==> src/rtl/riscv_v_pkg.sv <==
// Shared vector-unit types: mask-logical opcodes, mask sequencer states and ALU control decode.
package riscv_v_pkg;

  localparam int unsigned RISCV_V_NUM_ELEMENTS_REG = 128;

  typedef logic [RISCV_V_NUM_ELEMENTS_REG-1:0] riscv_v_mask_t;

  typedef enum logic [2:0] {
    MAND  = 3'd0,
    MNAND = 3'd1,
    MANDN = 3'd2,
    MXOR  = 3'd3,
    MOR   = 3'd4,
    MNOR  = 3'd5,
    MORN  = 3'd6,
    MXNOR = 3'd7
  } riscv_v_mask_op_e;

  typedef enum logic [2:0] {
    IDLE      = 3'd0,
    RD_SRC    = 3'd1,
    RD_VD     = 3'd2,
    EXEC      = 3'd3,
    WB        = 3'd4,
    DONE_SKIP = 3'd5
  } riscv_v_mask_ctrl_state_e;

  typedef struct packed {
    logic is_and;
    logic is_or;
    logic is_xor;
    logic negate_srca;
    logic negate_result;
  } riscv_v_mask_alu_ctrl_t;

  // Opcode to mask ALU control word; srca is vs1, srcb is vs2.
  function automatic riscv_v_mask_alu_ctrl_t riscv_v_mask_decode(input riscv_v_mask_op_e op);
    riscv_v_mask_alu_ctrl_t c;
    c = '0;
    case (op)
      MAND:    c.is_and = 1'b1;
      MNAND:   begin c.is_and = 1'b1; c.negate_result = 1'b1; end
      MANDN:   begin c.is_and = 1'b1; c.negate_srca   = 1'b1; end
      MXOR:    c.is_xor = 1'b1;
      MOR:     c.is_or  = 1'b1;
      MNOR:    begin c.is_or  = 1'b1; c.negate_result = 1'b1; end
      MORN:    begin c.is_or  = 1'b1; c.negate_srca   = 1'b1; end
      MXNOR:   begin c.is_xor = 1'b1; c.negate_result = 1'b1; end
      default: c = '0;
    endcase
    return c;
  endfunction

endpackage

==> src/rtl/riscv_v_mask_tail_gen.sv <==
// Body-mask generator: bit i is set when element i lies below the active vector length.
module riscv_v_mask_tail_gen
  import riscv_v_pkg::*;
#(
  parameter int unsigned NUM_ELEM = RISCV_V_NUM_ELEMENTS_REG,
  parameter int unsigned VL_W     = $clog2(NUM_ELEM) + 1
) (
  input  logic [VL_W-1:0]     vl,
  output logic [NUM_ELEM-1:0] body_mask_c
);

  always_comb begin
    body_mask_c = '0;
    for (int unsigned i = 0; i < NUM_ELEM; i++) begin
      body_mask_c[i] = (i < 32'(vl));
    end
  end

endmodule

==> src/rtl/riscv_v_mask_ctrl.sv <==
// Sequencer for vector mask-logical instructions: VRF read, mask ALU drive, vl tail merge, writeback.
// Define RISCV_V_MASK_TAIL_UNDISTURBED_EN to read old vd and keep tail bits; otherwise tail bits are written 1.
module riscv_v_mask_ctrl
  import riscv_v_pkg::*;
#(
  parameter int unsigned NUM_ELEM = RISCV_V_NUM_ELEMENTS_REG,
  parameter int unsigned VL_W     = $clog2(NUM_ELEM) + 1
) (
  input  logic                clk,
  input  logic                rst,
  input  logic                issue_valid,
  output logic                issue_ready,
  input  riscv_v_mask_op_e    issue_op,
  input  logic [4:0]          issue_vd,
  input  logic [4:0]          issue_vs1,
  input  logic [4:0]          issue_vs2,
  input  logic [VL_W-1:0]     issue_vl,
  output logic                rd_req,
  output logic [4:0]          rd_addr_a,
  output logic [4:0]          rd_addr_b,
  input  logic                rd_valid,
  input  logic [NUM_ELEM-1:0] rd_data_a,
  input  logic [NUM_ELEM-1:0] rd_data_b,
  output logic                alu_is_mask,
  output logic                alu_is_and,
  output logic                alu_is_or,
  output logic                alu_is_xor,
  output logic                alu_negate_srca,
  output logic                alu_negate_result,
  output logic [NUM_ELEM-1:0] alu_srca,
  output logic [NUM_ELEM-1:0] alu_srcb,
  input  logic [NUM_ELEM-1:0] alu_result,
  output logic                wb_valid,
  input  logic                wb_ready,
  output logic [4:0]          wb_addr,
  output logic [NUM_ELEM-1:0] wb_data,
  output logic                done
);

  localparam logic [VL_W-1:0] VL_MAX = VL_W'(NUM_ELEM);

  riscv_v_mask_ctrl_state_e state;
  riscv_v_mask_op_e         op_q;
  logic [VL_W-1:0]          vl_q;
  riscv_v_mask_alu_ctrl_t   dec;
  logic [NUM_ELEM-1:0]      body_mask;
  logic [NUM_ELEM-1:0]      tail_val;
  logic [NUM_ELEM-1:0]      merged;

`ifdef RISCV_V_MASK_TAIL_UNDISTURBED_EN
  logic [NUM_ELEM-1:0] src_a_q;
  logic [NUM_ELEM-1:0] src_b_q;
  logic [NUM_ELEM-1:0] old_vd_q;
  assign tail_val = old_vd_q;
`else
  assign tail_val = '1;
`endif

  riscv_v_mask_tail_gen #(
    .NUM_ELEM (NUM_ELEM),
    .VL_W     (VL_W)
  ) u_tail_gen (
    .vl          (vl_q),
    .body_mask_c (body_mask)
  );

  assign dec    = riscv_v_mask_decode(op_q);
  assign merged = (alu_result & body_mask) | (tail_val & ~body_mask);

  always_ff @(posedge clk) begin
    if (rst) begin
      state             <= IDLE;
      issue_ready       <= 1'b1;
      op_q              <= MAND;
      vl_q              <= '0;
      rd_req            <= 1'b0;
      rd_addr_a         <= '0;
      rd_addr_b         <= '0;
      alu_is_mask       <= 1'b0;
      alu_is_and        <= 1'b0;
      alu_is_or         <= 1'b0;
      alu_is_xor        <= 1'b0;
      alu_negate_srca   <= 1'b0;
      alu_negate_result <= 1'b0;
      alu_srca          <= '0;
      alu_srcb          <= '0;
      wb_valid          <= 1'b0;
      wb_addr           <= '0;
      wb_data           <= '0;
      done              <= 1'b0;
`ifdef RISCV_V_MASK_TAIL_UNDISTURBED_EN
      src_a_q           <= '0;
      src_b_q           <= '0;
      old_vd_q          <= '0;
`endif
    end else begin
      done <= 1'b0;
      case (state)
        IDLE: begin
          if (issue_valid && issue_ready) begin
            op_q        <= issue_op;
            wb_addr     <= issue_vd;
            vl_q        <= (issue_vl > VL_MAX) ? VL_MAX : issue_vl;
            issue_ready <= 1'b0;
            if (issue_vl == '0) begin
              state <= DONE_SKIP;
              done  <= 1'b1;
            end else begin
              state     <= RD_SRC;
              rd_req    <= 1'b1;
              rd_addr_a <= issue_vs1;
              rd_addr_b <= issue_vs2;
            end
          end
        end
        RD_SRC: begin
          if (rd_valid) begin
`ifdef RISCV_V_MASK_TAIL_UNDISTURBED_EN
            src_a_q   <= rd_data_a;
            src_b_q   <= rd_data_b;
            rd_addr_a <= wb_addr;
            rd_addr_b <= wb_addr;
            state     <= RD_VD;
`else
            rd_req      <= 1'b0;
            alu_srca    <= rd_data_a;
            alu_srcb    <= rd_data_b;
            alu_is_mask <= 1'b1;
            {alu_is_and, alu_is_or, alu_is_xor, alu_negate_srca, alu_negate_result} <= dec;
            state       <= EXEC;
`endif
          end
        end
`ifdef RISCV_V_MASK_TAIL_UNDISTURBED_EN
        RD_VD: begin
          if (rd_valid) begin
            old_vd_q    <= rd_data_a;
            rd_req      <= 1'b0;
            alu_srca    <= src_a_q;
            alu_srcb    <= src_b_q;
            alu_is_mask <= 1'b1;
            {alu_is_and, alu_is_or, alu_is_xor, alu_negate_srca, alu_negate_result} <= dec;
            state       <= EXEC;
          end
        end
`endif
        // ALU output is valid this cycle; capture the tail-merged result and release the ALU.
        EXEC: begin
          wb_data     <= merged;
          wb_valid    <= 1'b1;
          alu_is_mask <= 1'b0;
          {alu_is_and, alu_is_or, alu_is_xor, alu_negate_srca, alu_negate_result} <= 5'b0;
          alu_srca    <= '0;
          alu_srcb    <= '0;
          state       <= WB;
        end
        WB: begin
          if (wb_ready) begin
            wb_valid    <= 1'b0;
            done        <= 1'b1;
            issue_ready <= 1'b1;
            state       <= IDLE;
          end
        end
        DONE_SKIP: begin
          issue_ready <= 1'b1;
          state       <= IDLE;
        end
        default: begin
          issue_ready <= 1'b1;
          state       <= IDLE;
        end
      endcase
    end
  end

endmodule

==> config.mk <==
export PLATFORM = sky130hd
export DESIGN_NAME = riscv_v_mask_ctrl
export DESIGN_NICKNAME = d
export VERILOG_FILES = /design/src/rtl/riscv_v_pkg.sv /design/src/rtl/riscv_v_mask_tail_gen.sv /design/src/rtl/riscv_v_mask_ctrl.sv
export SDC_FILE = /design/constraint.sdc
export NUM_CORES = 1
export LEC_CHECK = 0
export ABC_AREA = 1
export CORE_AREA = 2 2 324 326
export CTS_CLUSTER_SIZE = 14
export DETAILED_ROUTE_END_ITERATION = 8
export DIE_AREA = 0 0 326 328
export GPL_TIMING_DRIVEN = 0
export PLACE_DENSITY_LB_ADDON = 0.3
export SLEW_MARGIN = 20
export SYNTH_ARGS = -nofsm -noshare
export SYNTH_HDL_FRONTEND = slang
export SYNTH_SLANG_ARGS = --single-unit
==> constraint.sdc <==
create_clock -name clk -period 2 [get_ports clk]
set_input_delay 0.2 -clock clk [delete_from_list [all_inputs] [get_ports clk]]
set_output_delay 0.2 -clock clk [all_outputs]
set_load 0.005 [all_outputs]
==> impl_metrics.sql <==
INSERT INTO impl_metrics (metric_group, metric, value, unit) VALUES
('placement', 'gp_congestion', '0.8861', ''),
('min_path', 'min_path_type', 'in -> reg', ''),
('timing', 'timing.final.crit_period', '1.945', 'ns'),
('timing', 'whs', '0.1297', 'ns'),
('yosys', 'syn_avg_cell_area', '7.509', 'sq um'),
('yosys', 'post_synth_cell_types', '27', ''),
('timing', 'final_hold_viol_count', '0', ''),
('power_and_ir_drop', 'internal-power', '19.10', 'mW'),
('yosys', 'synth_enable_flop_cells', '0', ''),
('placement', 'numPortBuffers', '823', ''),
('final_layout', 'post_route_cells_drive_above_1_share', '0.07119', ''),
('critical_path', 'cpLargestDelayFamily', 'buffers and inverters', ''),
('grt', 'maximum_number_of_pins_on_one_net_before_global_route_repair', '18', ''),
('floorplanning', 'placementRows', '118', ''),
('critical_path', 'worst_path_largest_cell_delay', '0.37', 'ns'),
('yosys', 'postSynthCellCount', '2124', ''),
('final_layout', 'layoutNonFillerInstCount', '4433', ''),
('clocking', 'cts_root_cell', 'clkbuf_16', ''),
('yosys', 'synth_area', '15950', 'sq um'),
('clocking', 'clk_pin_slew', '0.06', 'ns'),
('clocking', 'cts_tree', 'yes', ''),
('final_layout', 'fin_nets', '3420', ''),
('floorplanning', 'initial_util', '0.1545', ''),
('floorplanning', 'die_h', '328', 'um'),
('grt', 'number_of_global_route_vias_before_repair', '18070', ''),
('clocking', 'max-clock-path-buffers', '3', ''),
('grt', 'grt_util_all_layers', '0.1733', ''),
('clocking', 'h_tree_levels', '2', ''),
('placement', 'place.detailed.instances', '4327', ''),
('run', 'cap_violations', '0', ''),
('clocking', 'insertion_delay', '0.62', 'ns'),
('power_and_ir_drop', 'p_sw_frac', '0.3294', ''),
('yosys', 'synth.area.top_cells', 'dfxtp_1 (53%), nand2_1 (16%), a21oi_1 (12%), nor2_1 (4.8%), o21ai_0 (4.4%)', ''),
('floorplanning', 'design.portCount', '824', ''),
('yosys', 'primary_flip_flop_cell_chosen_by_synthesis_mapping', 'dfxtp_1', ''),
('yosys', 'async_flop_share', '0', ''),
('routing', 'route.vias.total', '17840', ''),
('critical_path', 'cp.buffers_inverters', '3', ''),
('grt', 'grt_antenna_before_repair', '25', ''),
('outcome', 'run_status', 'finished, final reports clean', ''),
('grt', 'gr-usage-met1', '0.1934', ''),
('grt', 'grtUsageMet3', '0.05628', ''),
('timing', 'finalSetupViolCount', '0', ''),
('routing', 'drt-vias-per-instance', '4.024', ''),
('yosys', 'synth_seq_cells', '423', ''),
('timing', 'max_slew.worst_pin.slew', '1.001', 'ns'),
('routing', 'final_antenna_net_count', '0', ''),
('grt', 'grt_first_pass_wirelength', '134100', 'um'),
('critical_path', 'regToRegStartpoint', 'vl_q[3]', ''),
('yosys', 'synth_top_area_share', '0.5309', ''),
('critical_path', 'ff2ff_path_depth', '6', ''),
('floorplanning', 'full_die_area', '106900', 'sq um'),
('power_and_ir_drop', 'p_seq_frac', '0.357', ''),
('power_and_ir_drop', 'clock_power_share', '0.347', ''),
('grt', 'grt_busiest_layer', 'met2', ''),
('timing', 'fin_crit_sh', '0.9727', ''),
('power_and_ir_drop', 'ir_worst_vdd', '645.4', 'uV'),
('placement', 'dp_hpwl', '77690', 'um'),
('yosys', 'yosysWarnings', '0', ''),
('critical_path', 'timing.critical_path.from_type', 'flip-flop', ''),
('timing', 'grt_setup_unrepaired', 'true', ''),
('critical_path', 'slowest_stage', 'dfxtp_1', ''),
('timing', 'clock.fmax', '0.5141', 'GHz'),
('routing', 'drt_first_iter_violations', '820', ''),
('min_path', 'worstHoldStart', 'rd_data_a[74]', ''),
('yosys', 'synthesis.nets', '2539', ''),
('final_layout', 'area_delta_synth_final', '74.95', '%'),
('power_and_ir_drop', 'total_leakage_power', '10.19', 'nW'),
('critical_path', 'critical_path_required', '2.50', 'ns'),
('power_and_ir_drop', 'pwr_density_cell', '1021', 'nW/um^2'),
('min_path', 'hold_path_depth', '3', '');
==> placed cells by master (no fill, tap or decap), drive strengths merged <==
master / count
o21bai: 1
nand3b: 8
nand4: 2
nor3: 13
o21ai: 144
nor2: 211
clkdlybuf4s50: 821
nand3: 29
a31oi: 18
dfxtp: 423
clkbuf: 144
inv: 70
nand2: 680
diode: 5
o211ai: 2
clkinv: 14
a21oi: 379
buf: 77
dlygate4sd2: 2
and2: 1
bufinv: 4
clkinvlp: 5
==> worst reg2reg max path: cells and delay by family, from the launching register on <==
kind                   cells  cell delay [ns]
DFF                        1             0.37
and+or+nand+nor            1             0.22
AOI/OAI and AO/OA          2             0.34
buffers and inverters      3             0.90
==> power by group through the flow <==
stage	clock network [mW]	registers [mW]	logic (mW)
finish	9.89	10.2	8.42
global route	10.5	10.3	9.20
CTS	10.2	10.2	8.53
detailed placement	0	10.3	8.41
global placement	0	10.3	8.42
floorplan	0	10.3	3.36
==> layer usage <==
metal,part of all wire,wire (um),vias up
li1,-,-,8679
met1,0.39,37780,8239
met2,0.50,47680,764
met3,0.081,7787,148
met4,0.030,2930,10
met5,0.00076,73,-
==> state kept, by name (all words and copies together) (netlist names) <==
signal / cells
state: 3
alu_srcb: 128
alu_is_and: 1
vl_q: 8
rd_addr_a: 5
alu_negate_result: 1
wb_addr: 5
issue_ready: 1
rd_req: 1
alu_is_xor: 1
alu_srca: 128
wb_data: 128
wb_valid: 1
alu_negate_srca: 1
done: 1
rd_addr_b: 5
alu_is_or: 1
alu_is_mask: 1
op_q: 3
==> metrics by stage <==
step / setup slack [ns] / instance area [sq um]
floorplan: 0.6196 / 15950
global placement: -1.321 / 25910
detailed placement: -1.184 / 25920
CTS: 0.01181 / 27800
global route: -0.06760 / 27890
finish: 0.05469 / 27900
==> repair_timing <==
action                     4_1_cts  5_1_grt
resized for setup               30       43
pin swaps                        1        1
hold endpoints to repair         0        0
setup buffers                    3        2
setup endpoints to repair      318      117
==> kinds of logic (layout without fill, tap and decap cells) <==
family | Yosys count | after routing | share of synthesized area
compound gates | 544 | 544 | 0.1726
other cells | 0 | 5 | 0
simple gates | 944 | 944 | 0.2307
buf+inv | 213 | 1137 | 0.06574
flops | 423 | 423 | 0.5309
==> final cells by class <==
| cell class | instances | area, sq um | area share |
|---|---|---|---|
| antenna | 5 | 12.51 | 0.0004484 |
| buffer | 139 | 825.8 | 0.02960 |
| clock buffer | 77 | 1536 | 0.05506 |
| clock inverter | 20 | 220.2 | 0.007892 |
| inverter | 73 | 295.3 | 0.01058 |
| multi-input combinational | 1488 | 6520 | 0.2337 |
| sequential | 423 | 8468 | 0.3035 |
| tap | 1380 | 1727 | 0.06188 |
| timing repair buffer | 828 | 8298 | 0.2974 |
==> worst max path at each step <==
stage | start | to | cells past startpoint
global placement | rst | alu_srca[64] | 5
floorplan | state[1] | wb_data[83] | 8
global route | vl_q[4] | wb_data[121] | 5
finish | vl_q[3] | wb_data[53] | 6
detailed placement | rst | op_q[0] | 6
CTS | state[1] | wb_data[5] | 8
Note: power is estimated with default switching activity, not from simulation.
